**src/rtl/pipeline_issue_ctrl.sv**
```systemverilog
// pipeline_issue_ctrl
// Sequences one job of len beats into a fixed-latency datapath. It issues
// element indices and gates each issue on downstream credits. A {valid,last}
// delay line mirrors the datapath depth, and done pulses once the last beat
// has drained out of that line.
//
// Handshake: a beat is transferred on every cycle where o_issue_valid is 1.
// There is no ready input. Back-pressure comes only from the credit counter,
// and o_issue_valid is never raised without a free credit. o_issue_idx and
// o_issue_last are meaningful only while o_issue_valid is 1.
module pipeline_issue_ctrl #(
    parameter int LATENCY = 2,
    parameter int CNT_W   = 16,
    parameter int CREDITS = 4
) (
    input  logic             clk,
    input  logic             rst,
    input  logic             i_start,
    input  logic [CNT_W-1:0] i_len,
    input  logic             i_credit_return,
    output logic             o_busy,
    output logic             o_issue_valid,
    output logic [CNT_W-1:0] o_issue_idx,
    output logic             o_issue_last,
    output logic             o_out_valid,
    output logic             o_out_last,
    output logic             o_done,
    output logic             o_err,
    output logic [1:0]       o_state
);

    localparam int CRD_W = $clog2(CREDITS + 1);
    localparam logic [CRD_W-1:0] CRD_MAX = CREDITS[CRD_W-1:0];
    localparam logic [CRD_W-1:0] CRD_ONE = 1;
    localparam logic [CNT_W-1:0] IDX_ONE = 1;

    typedef enum logic [1:0] {
        S_IDLE  = 2'd0,
        S_ISSUE = 2'd1,
        S_DRAIN = 2'd2,
        S_DONE  = 2'd3
    } state_t;

    state_t           r_state;
    state_t           w_next_state;
    logic [CNT_W-1:0] r_len;
    logic [CNT_W-1:0] r_idx;
    logic [CRD_W-1:0] r_credits;
    logic             r_err;

    logic w_busy;
    logic w_issue;
    logic w_issue_last;
    logic w_done;
    logic w_line_empty;
    logic w_credit_ovf;
    logic w_start_busy;

    // State register
    always_ff @(posedge clk or posedge rst) begin
        if (rst) r_state <= S_IDLE;
        else     r_state <= w_next_state;
    end

    // Next-state logic
    always_comb begin
        w_next_state = r_state;
        case (r_state)
            S_IDLE: begin
                if (i_start) w_next_state = (i_len != '0) ? S_ISSUE : S_DONE;
            end
            S_ISSUE: begin
                if (w_issue_last) w_next_state = S_DRAIN;
            end
            S_DRAIN: begin
                if (w_line_empty) w_next_state = S_DONE;
            end
            S_DONE:  w_next_state = S_IDLE;
            default: w_next_state = S_IDLE;
        endcase
    end

    // Outputs decoded from registered state, index and credits only
    always_comb begin
        w_busy       = (r_state != S_IDLE);
        w_issue      = (r_state == S_ISSUE) && (r_credits != '0);
        w_issue_last = w_issue && (r_idx == (r_len - IDX_ONE));
        w_done       = (r_state == S_DONE);
    end

    // Job length latch and element index counter
    always_ff @(posedge clk or posedge rst) begin
        if (rst) begin
            r_len <= '0;
            r_idx <= '0;
        end else if (r_state == S_IDLE && i_start) begin
            r_len <= i_len;
            r_idx <= '0;
        end else if (w_issue) begin
            r_idx <= r_idx + IDX_ONE;
        end
    end

    // A return at full credits with no issue this cycle is an overflow
    assign w_credit_ovf = i_credit_return && !w_issue && (r_credits == CRD_MAX);
    assign w_start_busy = i_start && w_busy;

    // Credit counter: issue consumes, return refills, saturating at CREDITS
    always_ff @(posedge clk or posedge rst) begin
        if (rst) begin
            r_credits <= CRD_MAX;
        end else begin
            case ({w_issue, i_credit_return})
                2'b10:   r_credits <= r_credits - CRD_ONE;
                2'b01:   if (r_credits != CRD_MAX) r_credits <= r_credits + CRD_ONE;
                default: r_credits <= r_credits;
            endcase
        end
    end

    // Error pulse, registered so it is clean for one full cycle
    always_ff @(posedge clk or posedge rst) begin
        if (rst) r_err <= 1'b0;
        else     r_err <= w_credit_ovf || w_start_busy;
    end

    // The delay line mirrors the datapath depth. A zero-depth datapath is a wire,
    // so the line is always empty and DRAIN lasts exactly one cycle.
    generate
        if (LATENCY == 0) begin : g_no_delay
            assign o_out_valid  = w_issue;
            assign o_out_last   = w_issue_last;
            assign w_line_empty = 1'b1;
        end else begin : g_delay
            logic [LATENCY-1:0] r_dv;
            logic [LATENCY-1:0] r_dl;

            // Shift {valid,last} one stage per cycle; reset flushes in-flight beats
            always_ff @(posedge clk or posedge rst) begin
                if (rst) begin
                    r_dv <= '0;
                    r_dl <= '0;
                end else begin
                    r_dv[0] <= w_issue;
                    r_dl[0] <= w_issue_last;
                    for (int i = 1; i < LATENCY; i++) begin
                        r_dv[i] <= r_dv[i-1];
                        r_dl[i] <= r_dl[i-1];
                    end
                end
            end

            assign o_out_valid  = r_dv[LATENCY-1];
            assign o_out_last   = r_dl[LATENCY-1];
            assign w_line_empty = ~|r_dv;
        end
    endgenerate

    assign o_busy        = w_busy;
    assign o_issue_valid = w_issue;
    assign o_issue_idx   = r_idx;
    assign o_issue_last  = w_issue_last;
    assign o_done        = w_done;
    assign o_err         = r_err;
    assign o_state       = r_state;

endmodule
```
**config.mk**
```make
export PLATFORM = sky130hd
export DESIGN_NAME = pipeline_issue_ctrl
export DESIGN_NICKNAME = d
export VERILOG_FILES = /design/src/rtl/pipeline_issue_ctrl.sv
export SDC_FILE = /design/constraint.sdc
export NUM_CORES = 1
export LEC_CHECK = 0
export CORE_MARGIN = 4
export CORE_UTILIZATION = 40
export DETAILED_ROUTE_END_ITERATION = 8
export HOLD_SLACK_MARGIN = 0.03
export PLACE_DENSITY = 0.62
export SYNTH_ARGS = -nofsm -noshare
export SYNTH_HDL_FRONTEND = slang
export SYNTH_SLANG_ARGS = --single-unit
```
**constraint.sdc**
```tcl
create_clock -name clk -period 3.6 [get_ports clk]
set_input_delay 1.08 -clock clk [delete_from_list [all_inputs] [get_ports clk]]
set_output_delay 1.08 -clock clk [all_outputs]
set_load 0.02 [all_outputs]
```
==> results of run 1 <==
[layout by cell type, fill, tap and decap left out, types with 9 or more instances in the layout]
master / Yosys / layout
buf_4: 2 / 58
nand2_1: 62 / 62
dfrtp_1: 41 / 41
o21ai_0: 14 / 12
clkdlybuf4s50_1: 0 / 43
a21oi_1: 11 / 11
xnor2_1: 9 / 9
nor2_1: 32 / 30
inv_1: 12 / 10
xor2_1: 16 / 16
[critical path: stages (launching register included)]
cell,delay [ns]
dfrtp_1,0.40
inv_2,0.10
ha_4,0.13
or4b_4,0.49
and4bb_1,0.33
mux2_4,0.31
o211ai_1,0.11
o2111ai_2,0.17
nor2_2,0.19
buf_6,0.14
[where the power goes]
group | internal, mW | total (mW) | switching, mW
logic | 0.871 | 1.75 | 0.880
clock network | 0.155 | 0.325 | 0.170
registers | 0.622 | 0.750 | 0.128
total | 1.65 | 2.83 | 1.18
[flip-flops by register name (all words and copies together), names as in the netlist]
register	flops
g_delay.r_dl	2
g_delay.r_dv	2
o_err	1
o_issue_idx	16
o_state	2
r_credits	3
r_len	16
[metal layers]
metal | vias up | GRT usage (%)
li1 | 1291 | -
met1 | 1255 | 23.6
met2 | 64 | 31.0
met3 | 12 | 3.59
met4 | 0 | 6.00
met5 | - | 0
[logic make-up after synthesis]
logic type	after synthesis
xor+xnor	25
flops	42
simple gates	157
mux	2
fa+ha+maj	8
buf+inv	26
compound gates	52
[metrics by stage]
stage | cells | setup WS (ns)
final | 488 | -0.151
after global routing | 488 | -0.235
after CTS | 489 | -0.129
after detailed placement | 454 | -0.369
after global placement | 454 | -0.305
after floorplan | 312 | 0.0608
[cell type report]
cell class / instances / area [um^2]
Timing Repair Buffer: 105 / 911
Tap cell: 77 / 96.3
Fill cell: 576 / 2670
Clock buffer: 7 / 86.3
Multi-Input combinational cell: 244 / 1550
Sequential cell: 42 / 1050
Clock inverter: 1 / 5.00
Inverter: 12 / 45.0
[repair_timing]
item                                    in CTS  in global routing
setup buffers                               27                  1
endpoints found under the setup margin       1                  2
resized for setup                           19                  5
pin swaps                                    7                  5
[synth_stat cells (all sizes together) (4+ instances only)]
cell type	instances	share of area, %
a31oi	4	0.93
nor4	6	2.0
dfrtp	41	38
nand3	8	1.5
nor3	8	1.5
clkbuf	10	2.2
ha	7	3.3
inv	12	1.7
buf	4	1.3
or3	9	2.2
nand4	8	1.9
xor2	16	5.2
nor2	32	4.5
nand2	62	8.7
o21ai	15	2.8
nand3b	4	1.1
and3	4	0.98
a21oi	11	2.1
o211ai	5	1.4
xnor2	9	2.9
[path summary, 6_finish.rpt]
check | slack (ns) | endpoint | start
worst max-delay path | -0.15 | o_issue_last | r_len[1]$_DFFE_PP0P_
worst min-delay path | 0.36 | g_delay.r_dl[1]$_DFF_PP0_ | g_delay.r_dl[0]$_DFF_PP0_
worst max register to register | 0.10 | r_len[1]$_DFFE_PP0P_ | r_len[1]$_DFFE_PP0P_
worst min register to register | 0.36 | g_delay.r_dl[1]$_DFF_PP0_ | g_delay.r_dl[0]$_DFF_PP0_
max in group asynchronous | 1.99 | o_issue_idx[15]$_DFFE_PP0P_ | rst
min in group asynchronous | 1.21 | o_state[0]$_DFFE_PP0P_ | rst
==> flow_metrics.py, run 1 <==
metrics = {
    "worst_setup_path": {
        "crit_required_ns": 2.52,
        "ff2ff_path_depth": 26,
        "worst-setup-path-type": "flip-flop to primary output",
        "cp_max_fo": 4,
        "end_kind": "primary output",
        "start_kind": "flip-flop",
        "cp_data_arrival_time_ns": 2.67,
    },
    "yosys": {
        "yosysWarnings": 0,
        "avgSynthCellArea_um2": 8.59,
        "ys.flop_type": "dfrtp_1",
        "ys_seq_area_share_pct": 39.3,
        "ys_ff_latch": 42,
        "synth_compound_area_share_pct": 13.2,
        "synthSimpleGateAreaFrac_pct": 29.4,
        "muxShareOfSynthArea_pct": 0.794,
        "synthArstFlopShare_pct": 100,
        "synth_top_family_by_area": "simple AND/OR/NAND/NOR gates",
        "synth_fa_ha_area_share_pct": 4.02,
        "mappedNetlistNets": 340,
        "synth_xor_area_share_pct": 8.17,
        "synth-edff-count": 0,
        "netlist_area_um2": 2680,
        "synth.distinct_cells": 54,
        "syn-instance-count": 312,
    },
    "grt": {
        "grt.total_usage_pct": 18.3,
        "grt-ovfl-total": 0,
        "grt_max_degree": 43,
        "antenna_found_initial": 0,
        "grt_pass1_wl_um": 12200,
        "grt_pass1_vias": 2554,
    },
    "drt": {
        "drt-total-wl_um": 7270,
        "first_iter_violations": 111,
        "num_vias": 2622,
        "drc": 0,
        "wl_met1_um": 3370,
        "wl_per_cell_um": 14.9,
        "detail_route.vias_per_cell": 5.37,
        "drt_first_pass_iters": 4,
        "top_layer": "met4",
        "met3_wirelength_um": 306,
        "wl_met2_um": 3490,
        "antenna_left": 0,
    },
    "sta": {
        "worst_pin_slew_ns": 0.611,
        "layout_min_cycle_time_ns": 3.75,
        "slew_headroom_pct": 58.9,
        "finalClockSkew_ns": 0.0125,
        "rsz0062_at_grt": "yes",
        "finalMaxSlewViolations": 0,
        "final-hold-violation-count": 0,
        "max_freq_ghz": 0.267,
        "worst_slack_ns": -0.151,
        "holdWs_ns": 0.356,
        "setup_violations": 1,
        "min_period_over_period_pct": 104,
        "tns_ns": -0.151,
    },
    "worst_hold_path": {
        "hp-class": "flip-flop to flip-flop",
        "hold_path_depth": 0,
    },
    "floorplan": {
        "die_height_um": 89.8,
        "ios": 45,
        "die-area_um2": 8070,
        "die_w_um": 89.8,
        "initial_core_util_pct": 41.7,
        "rows": 29,
        "core_um2": 6420,
    },
    "cts": {
        "h-tree-depth": 2,
        "clock-root-buffer": "clkbuf_8",
        "clockBufferDepth": 2,
        "cts_buffers": 5,
        "clock_latency_ns": 0.31,
        "cts_tree": "done",
        "clock_sinks": 42,
        "hold_buffers": 0,
        "path_clk_slew_ns": 0.09,
    },
    "flow_run": {
        "drv_cap": 0,
    },
    "run_status": {
        "outcome": "finished, violations left",
        "failed_checks": "negative setup slack",
    },
    "power": {
        "power_density_nw_per_um2": 754,
        "ir_worst_vdd_uv": 395,
        "power.total_mw": 2.83,
        "cellLeakagePower_nw": 1.65,
    },
    "finish": {
        "drive_gt1_share_pct": 21.9,
        "final_util_pct": 58.4,
        "fin_area_um2": 3750,
        "area_growth_pct": 39.9,
        "nets": 438,
        "antenna_cells": 0,
    },
    "placement": {
        "dpl-instance-area_um2": 3390,
        "place_hpwl_um": 4950,
        "place.gp.congestion": 0.789,
        "io_buffers": 44,
    },
}
Power figures use the tool's default switching activity.
==> inputs of run 2 (changes only) <==
ABC_CLOCK_PERIOD_IN_PS = 3600   (was not set)
==> results of run 2 <==
Final layout, timing and power as in run 1 (identical DEF).
==> inputs of run 3 (changes only) <==
CORE_MARGIN = not set   (was 4)
==> run 3 against run 2 <==
  * The flow finishes with violations (design-rule violations, negative setup slack)
  * Die area shrank 13%
  * Clock skew shrank 0.0025 ns
  * Critical path depth grew 1
  * Non-clock buffer count shrank 24
  * First-iteration DRC count shrank 21%
  * Utilization shrank 3.2 points
  * Sequential power is essentially flat
  * Sequential share of layout area grew 1.6 points
  * Count of clock-buffer cells in the layout is the same
  * Largest power group unchanged
  * Highest routed layer unchanged
==> flow_metrics.py, run 3 (synthesis results as in run 1) <==
metrics = {
    "run_status": {
        "outcome": "finished, violations left",
        "failed_checks": "design-rule violations, negative setup slack",
    },
    "worst_setup_path": {
        "cp_max_fo": 4,
        "cp_slowest_stage_delay_ns": 0.49,
        "crit_chain": "inv_2 > ha_4 > or4b_4 > buf_6 > or4_4 > a21o_1 > nand3_2 > o31ai_2 > nor2_2 > buf_6",
        "start_kind": "flip-flop",
        "crit_required_ns": 2.52,
        "crit_slowest_cell": "or4b_4",
        "worstSetupStartpoint": "r_len[1]$_DFFE_PP0P_",
        "rr_endpoint": "o_state[1]$_DFFE_PP0P_",
        "end_kind": "primary output",
        "r2r-start": "r_len[1]$_DFFE_PP0P_",
        "rrSetupSlack_ns": 0.74,
        "ff2ff_path_depth": 10,
        "cp_data_arrival_time_ns": 2.62,
        "cpMostUsedCell": "buf_6",
        "worst-setup-path-type": "flip-flop to primary output",
    },
    "sta": {
        "min_period_over_period_pct": 103,
        "max_freq_ghz": 0.270,
        "holdWs_ns": 0.359,
        "setup_violations": 1,
        "worst_slack_ns": -0.101,
        "rsz0062_at_grt": "yes",
        "finalMaxSlewViolations": 0,
        "finalClockSkew_ns": 0.00996,
        "slew_headroom_pct": 62.9,
        "final-hold-violation-count": 0,
        "layout_min_cycle_time_ns": 3.70,
        "worst_pin_slew_ns": 0.556,
    },
    "floorplan": {
        "die-area_um2": 7030,
        "die_w_um": 83.8,
        "core_um2": 6420,
        "rows": 29,
        "ios": 45,
        "initial_core_util_pct": 41.7,
        "die_height_um": 83.8,
    },
    "power": {
        "internal_power_mw": 1.49,
        "power_frac_seq_pct": 28.9,
        "clkPwrFrac_pct": 12.3,
        "power_density_nw_per_um2": 733,
        "cellLeakagePower_nw": 1.53,
        "pwr-share-comb_pct": 58.8,
        "swShare_pct": 42.7,
        "ir_worst_vdd_uv": 313,
        "p_sw_mw": 1.11,
    },
    "drt": {
        "drt_first_pass_iters": 6,
        "num_vias": 2485,
        "antenna_left": 0,
        "drc": 10,
        "detail_route.vias_per_cell": 5.36,
        "first_iter_violations": 88,
        "wl_per_cell_um": 14.7,
        "drt-total-wl_um": 6810,
    },
    "cts": {
        "clockBufferDepth": 2,
        "cts_buffers": 5,
        "clock_latency_ns": 0.30,
        "path_clk_slew_ns": 0.09,
        "hold_buffers": 0,
        "clock-root-buffer": "clkbuf_8",
        "clock_sinks": 42,
        "cts_tree": "done",
        "h-tree-depth": 2,
    },
    "worst_hold_path": {
        "hold_path_depth": 0,
        "hp-class": "flip-flop to flip-flop",
        "min_to": "g_delay.r_dl[1]$_DFF_PP0_",
        "hp-start": "g_delay.r_dl[0]$_DFF_PP0_",
    },
    "finish": {
        "nets": 414,
        "drive_gt1_share_pct": 16.8,
        "area_growth_pct": 32.4,
        "antenna_cells": 0,
        "final_cell_mix": "nand2_1, clkdlybuf4s50_1, dfrtp_1",
        "final_common_cell": "nand2_1",
        "num-fill-cells": 611,
    },
    "placement": {
        "place_hpwl_um": 4980,
        "io_buffers": 44,
        "pre_cts_ws_ns": -0.353,
        "place.gp.congestion": 0.924,
    },
    "grt": {
        "grt_pass1_vias": 2545,
        "antenna_found_initial": 0,
        "grt-ovfl-total": 0,
        "grt_max_degree": 43,
        "grt_pass1_wl_um": 11600,
        "grt.total_usage_pct": 20.7,
    },
    "flow_run": {
        "drv_cap": 0,
    },
}
-- run 3: worst max-delay path by stage --
stage / to / slack [ns]
2_1_floorplan: o_issue_last / 0.06
3_3_place_gp: o_issue_last / -0.30
3_5_place_dp: o_issue_last / -0.35
4_1_cts: o_issue_last / -0.16
5_1_grt: o_issue_last / -0.24
6_report: o_issue_last / -0.10
-- run 3: final cells by class --
cell class                      count  area [um^2]  share of cell area (%)
Clock buffer                        7         86.3                    2.43
Sequential cell                    42         1050                    29.7
Clock inverter                      1         5.00                   0.141
Tap cell                           77         96.3                    2.72
Inverter                           12         45.0                    1.27
Timing Repair Buffer               81          723                    20.4
Multi-Input combinational cell    244         1540                    43.4
-- run 3: power groups by stage --
stage / Combinational (mW) / Sequential [mW] / Clock (mW)
after floorplan: 0.895 / 0.814 / 0
after global placement: 1.44 / 0.750 / 0
after detailed placement: 1.47 / 0.756 / 0
after CTS: 1.51 / 0.749 / 0.331
after global routing: 1.70 / 0.771 / 0.350
final: 1.53 / 0.752 / 0.321
-- run 3: layer usage --
layer  global-route usage, %  vias to the layer above  share of wire (%)
li1                        -                     1237                  -
met1                    26.5                     1184                 47
met2                    35.7                       53                 48
met3                    3.66                       11                3.4
met4                    6.27                        0                1.6
met5                       0                        -                  0
-- run 3: through the flow --
step / TNS, ns / total power, mW / instances / area (um^2) / util [%]
floorplan: 0 / 1.71 / 312 / 2680 / -
global placement: -0.300 / 2.19 / 454 / 3390 / 52.8
detailed placement: -0.353 / 2.23 / 454 / 3390 / 52.8
CTS: -0.156 / 2.59 / 463 / 3520 / 54.7
global route: -0.242 / 2.82 / 464 / 3550 / 55.2
finish: -0.101 / 2.60 / 464 / 3550 / 55.2
-- run 3: worst max-delay path: cells and delay by family (launching register included) --
family / cells / cell delay [ns]
flip-flops: 1 / 0.40
AO/OA/AOI/OAI: 2 / 0.26
buffers and inverters: 3 / 0.36
AND/OR/NAND/NOR: 4 / 1.17
adder cells (fa/ha/maj): 1 / 0.13
-- run 3: repair_timing --
item,in CTS,in global routing
pin swaps,1,4
setup buffers,1,1
setup endpoints to repair,1,1
gates resized for setup,12,6
==> RTL change 1: new RTL, config.mk and constraints of run 2 <==
Put one more register stage on the output `o_err`, cleared by the reset. The value now appears one clock later. The other outputs are not delayed to match.
--- a/src/rtl/pipeline_issue_ctrl.sv
+++ b/src/rtl/pipeline_issue_ctrl.sv
@@ -162,5 +162,11 @@
     assign o_issue_last  = w_issue_last;
     assign o_done        = w_done;
-    assign o_err         = r_err;
+    always_ff @(posedge clk or posedge rst) begin
+        if (rst) begin
+            o_err <= '0;
+        end else begin
+            o_err <= r_err;
+        end
+    end
     assign o_state       = r_state;
 
Check against the original RTL: not equivalent (Yosys sat finds a counterexample within 4 cycles, from zero or initial values and one cycle with rst high).
==> RTL change 1 against run 2 <==
- the flow still finishes with violations (setup timing)
- synthesized area up 0.93%
- sequential power up 3%
- sequential cell count up 1
- via count down 5.9%
- routed wire length down 7.4%
- design area down 4.7%
- utilization down 3.1 points
- first-iteration DRC count down 27%
- worst setup slack better by 0.059 ns
- total power down 5.8%
- cell count down 5.1%
- count of clock-buffer cells in the layout down 1
- non-clock buffer count down 25
==> RTL change 1: results (changes against run 2) <==
The share of synthesized cell area in full adder, half adder and majority cells came out at 0.0398 (-0.000372). The routed length per instance is 14.5 um (-2.4%). The cell leakage power came out at 1.53 nW (-7.1%). The final reports fail on setup timing. The sequential share of cell area is 0.302 (+0.0209). The final worst clock skew came to 0.00448 ns (-0.00802 ns).

The share of synthesized area spent on multiplexers came out at 0.00787 (-0.0000735). The fraction of area in multi-input gates came out at 0.430 (+0.0156). The final critical-path setup slack is -0.0913 ns (+0.0592 ns). The clock network latency to the later pin of the worst-skew pair came out at 0.29 ns (-0.02 ns). The worst hold path terminates at o_err. The startpoint of the worst hold path is r_err. The post-synthesis xor/xnor area fraction was 0.0810 (-0.000756).

The share of the synthesized area in compound gates (AO/OA/AOI/OAI) came out at 0.130 (-0.00122). The worst relative slew slack is 0.318 (-0.271). The number of signal-net buffers in the layout came to 80 (-24%). The number of buffers inserted by post-CTS setup repair is 2 (-93%).

The combinational gate power was 1.52 mW (-13%). The number of failing setup endpoints in the final timing report is 1 (unchanged). The DRC marker count from the first detailed-route iteration is 81 (-27%). The clock-cell share of area came out at 0.0287 (+0.00436). The net count reported at finish came out at 414 (-5.5%). The non-clock buffering overhead in the final layout is 0.200 (-0.0426). The detailed-placement wirelength estimate is 5.08 mm (+2.7%). In this run the critical register-to-register path is captured at o_state[0].

The largest net degree at the start of global routing came out at 35 (-19%). The final worst hold slack was 0.352 ns (-0.00395 ns). The first-pass GRT wire length is 11.6 mm (-5.2%).

The number of gates resized after CTS is 12 (-7). The worst IR drop on VDD came out at 0.000318 V (-20%). The number of cells on the worst reg-to-reg path is 10 (-62%). In the synthesized netlist, the cells that appear most often are nand2_1 (62), dfrtp_1 (42), nor2_1 (32). The placer congestion estimate came out at 0.844 (+6.9%).

The pre-CTS setup slack is -0.341 ns (+0.0284 ns). The run finished, with violations left.
## RTL change 1: changes by cell type after synthesis, sizes merged
cell / change
dfrtp: +1
## RTL change 1: worst max-delay path, stage by stage (launching register included)
cell and delay, ns:
dfrtp_1 0.39, inv_2 0.08, ha_4 0.13, or4b_4 0.50
and4bb_1 0.31, mux2_1 0.32, o211ai_1 0.11, o2111ai_2 0.17
nor2_2 0.18, buf_6 0.13
## RTL change 1: metrics by stage
stage	cell area, um^2	total power, mW	instances	TNS, ns
2_1_floorplan	2710	1.73	313	0
3_3_place_gp	3410	2.21	454	-0.298
3_5_place_dp	3410	2.24	454	-0.341
4_1_cts	3550	2.65	463	-0.145
5_1_grt	3570	2.89	463	-0.231
6_report	3570	2.66	463	-0.0913
## RTL change 1: per-layer routing
metal,part of all wire,vias to the layer above
met1,0.48,1168
met5,0,-
met4,0.0042,0
met2,0.48,54
met3,0.031,3
li1,-,1241
==> RTL change 2: new RTL, settings of run 2 <==
Made on the original files. Change the parameter `CREDITS` from 4 to 2.
--- a/src/rtl/pipeline_issue_ctrl.sv
+++ b/src/rtl/pipeline_issue_ctrl.sv
@@ -12,5 +12,5 @@
     parameter int LATENCY = 2,
     parameter int CNT_W   = 16,
-    parameter int CREDITS = 4
+    parameter int CREDITS = 2
 ) (
     input  logic             clk,
Check against the original RTL: not equivalent (a bounded check fails within 4 cycles, from zero or initial values and one cycle with rst high).
==> RTL change 2 against run 2 <==
- the flow still finishes with violations (setup timing)
- sequential cell count down 1
- synthesized area down 13%
- design area down 16%
- total power down 23%
- sequential power down 5.1%
- sequential share of layout area up 4.6 points
- routed wire length down 21%
- worst setup slack worse by 0.098 ns
==> RTL change 2: results (changes against run 2) <==
The flow ran to the end, but the final reports show violations. The checks that failed: setup timing. The clock slew at the register clock pins of the worst setup and hold paths is 0.08 ns. The number of antenna violations at the first check in global routing was 0 (unchanged). The number of violations of the max-capacitance limit came out at 0 (unchanged).

The arrival time at the worst endpoint came out at 2.77 ns (+0.10 ns). The worst relative slew slack came out at 0.651 (+0.0620). The cell leakage power came out at 1.42 nW (-14%). The maximum net fanout on the critical path came out at 2 (-2).

The final worst clock skew is 0.00388 ns (-0.00861 ns). The number of cells on the worst reg-to-reg path came to 11 (-58%). The min-delay analysis places its worst path in the category flop to flop.

The number of distinct standard cells referenced by the synthesized netlist was 44 (-19%). The number of filler cells placed in the layout is 522 (-9.4%). The routed wire length is 5.75 mm (-21%). The net switching power is 869 uW (-26%). The pre-CTS setup slack is -0.461 ns (-0.0924 ns). The path with the worst hold slack has its endpoint at g_delay.r_dl[1].

The final critical-path setup slack was -0.248 ns (-0.0979 ns). The detailed-placement wirelength estimate is 4.35 mm (-12%). The number of levels in the clock H-tree came to 2 (unchanged).

The worst reg2reg path startpoint is r_len[0]. The total global routing track utilization is 0.171 (-0.0122). Ranked by total cell area, the synthesized netlist is headed by dfrtp_1 (43%), xnor2_1 (7.9%), nand2_1 (7.7%).

The number of buffers created by CTS was 5 (unchanged). The worst hold path begins at g_delay.r_dl[0]. The setup slack on the worst flop-to-flop path came out at 0.66 ns (+0.56 ns). The share of final-layout standard cells stronger than drive strength 1 is 0.131 (-0.0879).

The placed instance area is 3010 um^2 (-11%). The net count after synthesis came out at 285 (-16%). In this run the critical register-to-register path is captured at o_state[0]. The DRC marker count from the first detailed-route iteration came out at 105 (-5.4%). The total via count after detailed routing is 2033 (-22%). In the synthesized netlist, the cells that appear most often are nand2_1 (48), dfrtp_1 (40), nor2_1 (26). The largest net degree at the start of global routing came out at 42 (-2.3%). The number of failing setup endpoints in the final timing report was 1 (unchanged). The worst IR drop on VDD is 0.000281 V (-29%). The number of buffers on the longest clock path came out at 2 (unchanged). The share of the yosys chip area belonging to registers is 0.442 (+0.0488). The placer congestion estimate is 0.786 (-0.44%). The net count reported at finish is 354 (-19%). The number of I/O port buffers is 44 (unchanged).

The first-pass GRT wire length came out at 9.78 mm (-20%). The total iterations of the first detailed-routing run is 4 (unchanged). The final antenna diode count is 0 (unchanged).
[RTL change 2: routing by layer]
| metal | GRT usage | wire (um) | vias to the layer above |
|---|---|---|---|
| li1 | - | - | 1013 |
| met1 | 0.232 | 2750 | 971 |
| met2 | 0.275 | 2730 | 43 |
| met3 | 0.0412 | 226 | 6 |
| met4 | 0.0439 | 51 | 0 |
| met5 | 0 | 0 | - |
[RTL change 2: power by group through the flow]
stage,clock (mW),combinational [mW],sequential (mW)
after floorplan,0,0.641,0.775
after global placement,0,1.13,0.712
after detailed placement,0,1.14,0.718
after CTS,0.304,1.17,0.711
after global routing,0.322,1.32,0.733
final,0.294,1.18,0.712
[RTL change 2: per-stage QoR]
stage                     utilization  cells  hold WS [ns]  setup TNS (ns)  power, mW
after global placement          0.539    390         0.343          -0.420       1.84
after CTS                       0.560    400         0.369          -0.299       2.18
after floorplan                     -    258         0.331               0       1.42
after global routing            0.564    400         0.377          -0.346       2.37
final                           0.564    400         0.366          -0.248       2.18
after detailed placement        0.539    390         0.352          -0.461       1.86
[RTL change 2: cells by family after synthesis]
family,count (synthesis),share of synthesized area
AOI/OAI and AO/OA,25,0.0775
and+or+nand+nor,127,0.265
DFF,41,0.442
adders and majority gates,7,0.0377
xor gates and xnor gates,34,0.128
buffers and inverters,20,0.0328
muxes,4,0.0172
[RTL change 2: how the worst max path moves through the flow]
stage,to,cells after the start,slack [ns],startpoint
global placement,o_issue_last,8,-0.42,r_len[0]
global route,o_issue_last,8,-0.35,r_len[0]
finish,o_issue_last,8,-0.25,r_len[0]
CTS,o_issue_last,8,-0.30,r_len[1]
floorplan,o_issue_last,8,0.02,r_len[0]
detailed placement,o_issue_last,8,-0.46,r_len[0]
[RTL change 2: cell type report]
type | instances | area [um^2] | share of cell area
clock buffers | 8 | 80.1 | 0.0255
inverters | 12 | 45.0 | 0.0143
multi-input cells | 197 | 1260 | 0.402
flip-flops and latches | 41 | 1030 | 0.327
well taps | 72 | 90.1 | 0.0287
repair buffers | 70 | 637 | 0.203
[RTL change 2: worst max-delay path, cell delays in order (launching register included)]
cell       delay [ns]
dfrtp_1          0.39
inv_2            0.08
ha_4             0.14
or4b_4           0.46
or3_4            0.40
a311o_1          0.31
a2111oi_4        0.29
and4_4           0.28
buf_6            0.12
[RTL change 2: what timing repair did]
| item | CTS | global route |
|---|---|---|
| buffers inserted | 2 | 0 |
| resized for setup | 12 | 4 |
| pin swaps | 3 | 0 |
| setup endpoints to repair | 1 | 1 |
